$ cat src/rtl/m_pkg.sv
// Shared types for the m ingress path: beat format, arbiter port index and
// arbiter FSM state.
package m_pkg;

    localparam int LEN_W  = 8;
    localparam int DATA_W = 32;

    typedef logic [2:0] arb_port_t;

    typedef enum logic {
        ARB_IDLE,
        ARB_BUSY
    } arb_state_t;

    typedef struct packed {
        logic              sop;
        logic              eop;
        logic [LEN_W-1:0]  length;
        logic [DATA_W-1:0] data;
    } in_t;

    // Round-robin successor of port p among n ports.
    function automatic arb_port_t next_port(arb_port_t p, int n);
        return (int'(p) == n - 1) ? arb_port_t'(0) : arb_port_t'(p + 3'd1);
    endfunction

endpackage

$ cat src/rtl/m_arb_rr.sv
// Combinational round-robin picker: first requesting port at or after ptr,
// wrapping N-1 -> 0.
module m_arb_rr
    import m_pkg::*;
#(
    parameter int N = 4
) (
    input  logic [N-1:0] req,
    input  arb_port_t    ptr,
    output logic [N-1:0] gnt,
    output arb_port_t    idx,
    output logic         any
);

    int p;

    // NOTE: every output gets a default before the search so no latch is inferred.
    always_comb begin
        gnt = '0;
        idx = '0;
        any = 1'b0;
        p   = 0;
        for (int k = 0; k < N; k++) begin
            p = int'(ptr) + k;
            if (p >= N) p = p - N;
            if (!any && req[p]) begin
                any = 1'b1;
                idx = arb_port_t'(p);
            end
        end
        for (int i = 0; i < N; i++) begin
            gnt[i] = any && (int'(idx) == i);
        end
    end

endmodule

$ cat src/rtl/m_ingress_arb.sv
// Packet-granular round-robin arbiter merging N ingress beat streams into one
// registered stream with no downstream backpressure.
module m_ingress_arb
    import m_pkg::*;
#(
    parameter int N = 4
) (
    input  logic         clk,
    input  logic         rst,
    input  logic [N-1:0] req_vld_w,
    input  in_t          req_w [N],
    output logic [N-1:0] req_rdy_w,
    output logic         out_vld_r,
    output in_t          out_r,
    output arb_port_t    out_port_r,
    output logic         err_r
);

    arb_state_t   state_r, state_nxt;
    arb_port_t    ptr_r, ptr_nxt;
    arb_port_t    owner_r, owner_nxt;
    logic [N-1:0] sop_vec, nsop_vec, arb_req, gnt;
    arb_port_t    gnt_idx, sel;
    logic         gnt_any, sel_vld, fwd, err;
    logic [N-1:0] rdy_c;
    in_t          sel_beat;

    always_comb begin
        for (int i = 0; i < N; i++) begin
            sop_vec[i]  = req_vld_w[i] & req_w[i].sop;
            nsop_vec[i] = req_vld_w[i] & ~req_w[i].sop;
        end
    end

    // Start-of-packet candidates always win; stray non-sop beats only get
    // picked (for discard) when nobody is trying to start a packet.
    assign arb_req = (|sop_vec) ? sop_vec : nsop_vec;

    m_arb_rr #(.N(N)) u_rr (
        .req (arb_req),
        .ptr (ptr_r),
        .gnt (gnt),
        .idx (gnt_idx),
        .any (gnt_any)
    );

    always_comb begin
        state_nxt = state_r;
        ptr_nxt   = ptr_r;
        owner_nxt = owner_r;
        rdy_c     = '0;
        sel       = owner_r;
        fwd       = 1'b0;
        err       = 1'b0;
        sel_beat  = '0;

        if (state_r == ARB_IDLE) begin
            if (gnt_any) begin
                rdy_c = gnt;
                sel   = gnt_idx;
            end
        end else begin
            for (int i = 0; i < N; i++) rdy_c[i] = (int'(owner_r) == i);
        end

        for (int i = 0; i < N; i++) begin
            if (rdy_c[i]) sel_beat = req_w[i];
        end
        sel_vld = |(req_vld_w & rdy_c);

        if (sel_vld) begin
            if (state_r == ARB_IDLE) begin
                if (sel_beat.sop) begin
                    fwd = 1'b1;
                    if (sel_beat.eop) begin
                        ptr_nxt = next_port(sel, N);
                    end else begin
                        state_nxt = ARB_BUSY;
                        owner_nxt = sel;
                    end
                end else begin
                    err = 1'b1;
                end
            end else begin
                // A repeated sop from the owner restarts its packet in place.
                fwd = 1'b1;
                err = sel_beat.sop;
                if (sel_beat.eop) begin
                    state_nxt = ARB_IDLE;
                    ptr_nxt   = next_port(owner_r, N);
                end
            end
        end
    end

    assign req_rdy_w = rst ? '0 : rdy_c;

    // NOTE: sequential state uses non-blocking assignments only; the comb block above uses blocking.
    always_ff @(posedge clk or posedge rst) begin
        if (rst) begin
            state_r <= ARB_IDLE;
            ptr_r   <= '0;
            owner_r <= '0;
        end else begin
            state_r <= state_nxt;
            ptr_r   <= ptr_nxt;
            owner_r <= owner_nxt;
        end
    end

    always_ff @(posedge clk or posedge rst) begin
        if (rst) begin
            out_vld_r  <= 1'b0;
            out_r      <= '0;
            out_port_r <= '0;
            err_r      <= 1'b0;
        end else begin
            out_vld_r <= fwd;
            err_r     <= err;
            if (fwd) begin
                out_r      <= sel_beat;
                out_port_r <= sel;
            end
        end
    end

endmodule

$ cat config.mk
export PLATFORM = sky130hd
export DESIGN_NAME = m_ingress_arb
export DESIGN_NICKNAME = d
export VERILOG_FILES = /design/src/rtl/m_pkg.sv /design/src/rtl/m_arb_rr.sv /design/src/rtl/m_ingress_arb.sv
export SDC_FILE = /design/constraint.sdc
export NUM_CORES = 1
export LEC_CHECK = 0
export ABC_AREA = 1
export BUFFER_PORTS_ARGS = -buffer_cell sky130_fd_sc_hd__buf_2
export CAP_MARGIN = 10
export CORE_MARGIN = 4
export CORE_UTILIZATION = 46
export DETAILED_ROUTE_END_ITERATION = 16
export MAX_ROUTING_LAYER = met4
export PLACE_DENSITY = 0.88
export SYNTH_ARGS = -nofsm -noshare
export SYNTH_HDL_FRONTEND = slang
export SYNTH_HIERARCHICAL = 1
export SYNTH_SLANG_ARGS = --single-unit
export TNS_END_PERCENT = 1
$ cat constraint.sdc
create_clock -name clk -period 4.74 [get_ports clk]
set_clock_uncertainty 0.05 [all_clocks]
set_input_delay 0 -clock clk [delete_from_list [all_inputs] [get_ports clk]]
set_output_delay 0 -clock clk [all_outputs]
set_load 0.005 [all_outputs]
==> impl_metrics.env <==
export IMPL_core_area_um2=8680
export IMPL_min_path_cells=5
export IMPL_regToRegStartpoint="ptr_r[0]"
export IMPL_synth_compound_area_share_pct=34.2
export IMPL_met2_usage_pct=48.0
export IMPL_num_vias=5348
export IMPL_drv_cap=0
export IMPL_insertion_delay_ns=0.30
export IMPL_synth_cell_types=37
export IMPL_final_common_cell="buf_2"
export IMPL_drive_gt1_share_pct=34.5
export IMPL_grt_pass1_vias=5050
export IMPL_report_final_setup_viol=0
export IMPL_clockBufferDepth=2
export IMPL_crit_end="out_r[33]"
export IMPL_ir_drop_mv=0.458
export IMPL_r2r_cells=17
export IMPL_grt_remaining_overflow=0
export IMPL_rsz0062_at_grt="false"
export IMPL_slew_headroom_pct=48.9
export IMPL_post_place_cells=878
export IMPL_synth_xor_area_share_pct=0
export IMPL_worst_slack_ns=0.538
export IMPL_final_area_um2=5740
export IMPL_drc=0
export IMPL_ys_top_cells_by_area="dfrtp_1 (33%), o21ai_0 (14%), nand2_1 (10%)"
export IMPL_status="completed"
export IMPL_final_cell_mix="buf_2 (224), o21ai_0 (114), nand2_1 (110)"
export IMPL_grt_busiest_layer="met2"
export IMPL_crit_path_max_fanout=26
export IMPL_total_power_mw=5.06
export IMPL_synth_top_family_by_area="compound AO/OA/AOI/OAI gates"
export IMPL_avgSynthCellArea_um2=7.02
export IMPL_finish_utilization_pct=66.1
export IMPL_wl_per_cell_um=16.9
export IMPL_met1_usage_pct=34.0
export IMPL_max_freq_mhz=238
export IMPL_ys_ff_latch=54
export IMPL_cp_arrival_ns=4.34
export IMPL_timing_final_crit_period_ns=4.20
export IMPL_grt_util_all_layers_pct=29.2
export IMPL_end_kind="register"
export IMPL_synth_area_leader_cell="dfrtp_1"
export IMPL_grt_pass1_wl_um=23500
export IMPL_synth_warnings=6
export IMPL_tightest_slew_ns=0.762
export IMPL_synthMuxAreaShare_pct=0
export IMPL_syn_nets=762
export IMPL_numCtsBuffers=5
export IMPL_pre_cts_slack_ns=0.729
export IMPL_synth_seq_area_share_pct=33.2
export IMPL_grt_max_degree=55
export IMPL_finalCritPeriodShare_pct=88.7
export IMPL_worstPathRequired_ns=4.87
export IMPL_hold_violations=0
export IMPL_vias_per_cell=5.74
export IMPL_path_clk_slew_ns=0.09
export IMPL_reg2reg_slack_ns=0.54
export IMPL_r2r_end="out_r[33]"
export IMPL_synth_adder_area_share_pct=2.46
export IMPL_rows=34
export IMPL_drtPass1Iterations=5
export IMPL_crit_path_start="ptr_r[0]"
export IMPL_htreeDepth=2
export IMPL_gp_congestion=0.962
export IMPL_start_kind="register"
export IMPL_final_setup_tns_ns=0
export IMPL_antenna_found_initial=0
export IMPL_fin_cells=931
export IMPL_placement_io_buffers=224
export IMPL_n_fill_cell=784
export IMPL_use_met3_pct=5.39
export IMPL_maxSlewViolCount=0
export IMPL_hold_path_class="input pin to register"
export IMPL_synthCells=580
export IMPL_root_buffer="clkbuf_8"
export IMPL_dieArea_um2=10400
export IMPL_nNetsFinal=1006
export IMPL_syn_area_um2=4070
export IMPL_numClockSinks=54
export IMPL_power_leakage_nw=2.91
export IMPL_cts_tree="yes"
export IMPL_num_antenna_cells=0
export IMPL_initial_utilization_pct=46.9
export IMPL_ant_nets=0
export IMPL_path_class="register to register"
export IMPL_dp_hpwl_um=10400
export IMPL_p_per_area_nw_per_um2=881
export IMPL_syn_to_final_growth_pct=41.0
export IMPL_initialDrtViolationCount=382
export IMPL_drt_total_wl_um=15700
export IMPL_holdWs_ns=0.0520
export IMPL_placed_area_um2=5180
export IMPL_synthSimpleGateAreaFrac_pct=21.4
export IMPL_fp_dieH_um=102
export IMPL_die_w_um=102
export IMPL_io_pins=225
export IMPL_synthDominantCellAreaShare_pct=33.2
-- report_power, final --
group	switching, mW	internal [mW]
registers	0.142	0.697
logic	2.57	1.39
clock network	0.139	0.113
total	2.85	2.20
-- worst min-delay path by stage --
stage | startpoint | to | slack (ns)
final | req_vld_w[3] | err_r | 0.05
after global routing | req_vld_w[3] | err_r | 0.06
after CTS | rst | out_r[17] | 0.02
after detailed placement | req_w[17] | out_r[17] | 0.22
after global placement | req_w[36] | out_r[36] | 0.22
after floorplan | rst | req_rdy_w[0] | -0.02
-- routing by layer --
metal / wire length (µm) / part of all wire [%] / up-vias
met1: 5700 / 36 / 2385
met4: 822 / 5.2 / 0
met5: 0 / 0 / -
li1: - / - / 2509
met3: 1570 / 10 / 77
met2: 7640 / 49 / 377
-- critical path: stages (launching register included) --
cell and delay, ns:
dfrtp_1 0.61, inv_2 0.13, ha_1 0.37, inv_1 0.12
nand3_2 0.08, nand2_2 0.11, nor2_1 0.07, nor2_1 0.08
nand2_1 0.07, nand2_2 0.10, inv_1 0.07, nor3_2 0.10
nand3_1 0.11, nand2_2 0.46, clkinvlp_4 0.50, o211ai_1 0.35
a31oi_1 0.11, dlygate4sd3_1 0.58
-- repair_timing --
item | CTS | global route
endpoints found under the hold margin | 40 | 54
hold buffers | 43 | 1
resized for setup | 0 | 1
setup endpoints to repair | 0 | 3
buffers inserted | 0 | 0
-- cell type report --
class                           instances  area [µm²]  area share, %
Timing Repair Buffer                  278        1660           28.9
Sequential cell                        54        1350           23.5
Clock buffer                            6        82.6           1.44
Tap cell                              108         135           2.35
Inverter                               35         138           2.40
Timing Repair inverter                  2        10.0          0.174
Multi-Input combinational cell        448        2360           41.2
-- cells in the mapped netlist --
| master | instances |
|---|---|
| nor3_2 | 4 |
| a211oi_1 | 1 |
| nand2_2 | 12 |
| dfrtp_1 | 54 |
| nand3_2 | 8 |
| nor3b_1 | 1 |
| clkbuf_2 | 1 |
| inv_1 | 28 |
| a21boi_2 | 1 |
| buf_1 | 3 |
| o211ai_1 | 3 |
| ha_1 | 8 |
| nor2_1 | 17 |
| buf_2 | 8 |
| o21ai_0 | 114 |
| o21bai_1 | 3 |
| nor2_2 | 1 |
| nor2_4 | 3 |
| a21boi_0 | 1 |
| inv_2 | 6 |
| a31oi_1 | 40 |
| clkbuf_1 | 23 |
| nand3b_1 | 1 |
| o32ai_1 | 1 |
| a21oi_1 | 52 |
| o21ai_1 | 43 |
| buf_4 | 2 |
| nor2_8 | 1 |
| or2_1 | 1 |
| o21ai_2 | 1 |
| inv_4 | 1 |
| buf_6 | 6 |
| nand3_1 | 14 |
| o22ai_1 | 1 |
| nand2_4 | 2 |
| nand4_1 | 4 |
| nand2_1 | 110 |
-- kinds of logic after synthesis --
| logic type | after synthesis |
|---|---|
| simple gates | 179 |
| compound gates | 261 |
| buf+inv | 78 |
| flops | 54 |
| fa+ha+maj | 8 |
-- state kept, by name (all words and copies together), names as in the netlist --
signal      flops
err_r           1
out_port_r      3
out_r          42
out_vld_r       1
owner_r         3
ptr_r           3
state_r         1
Power figures use the tool's default switching activity.
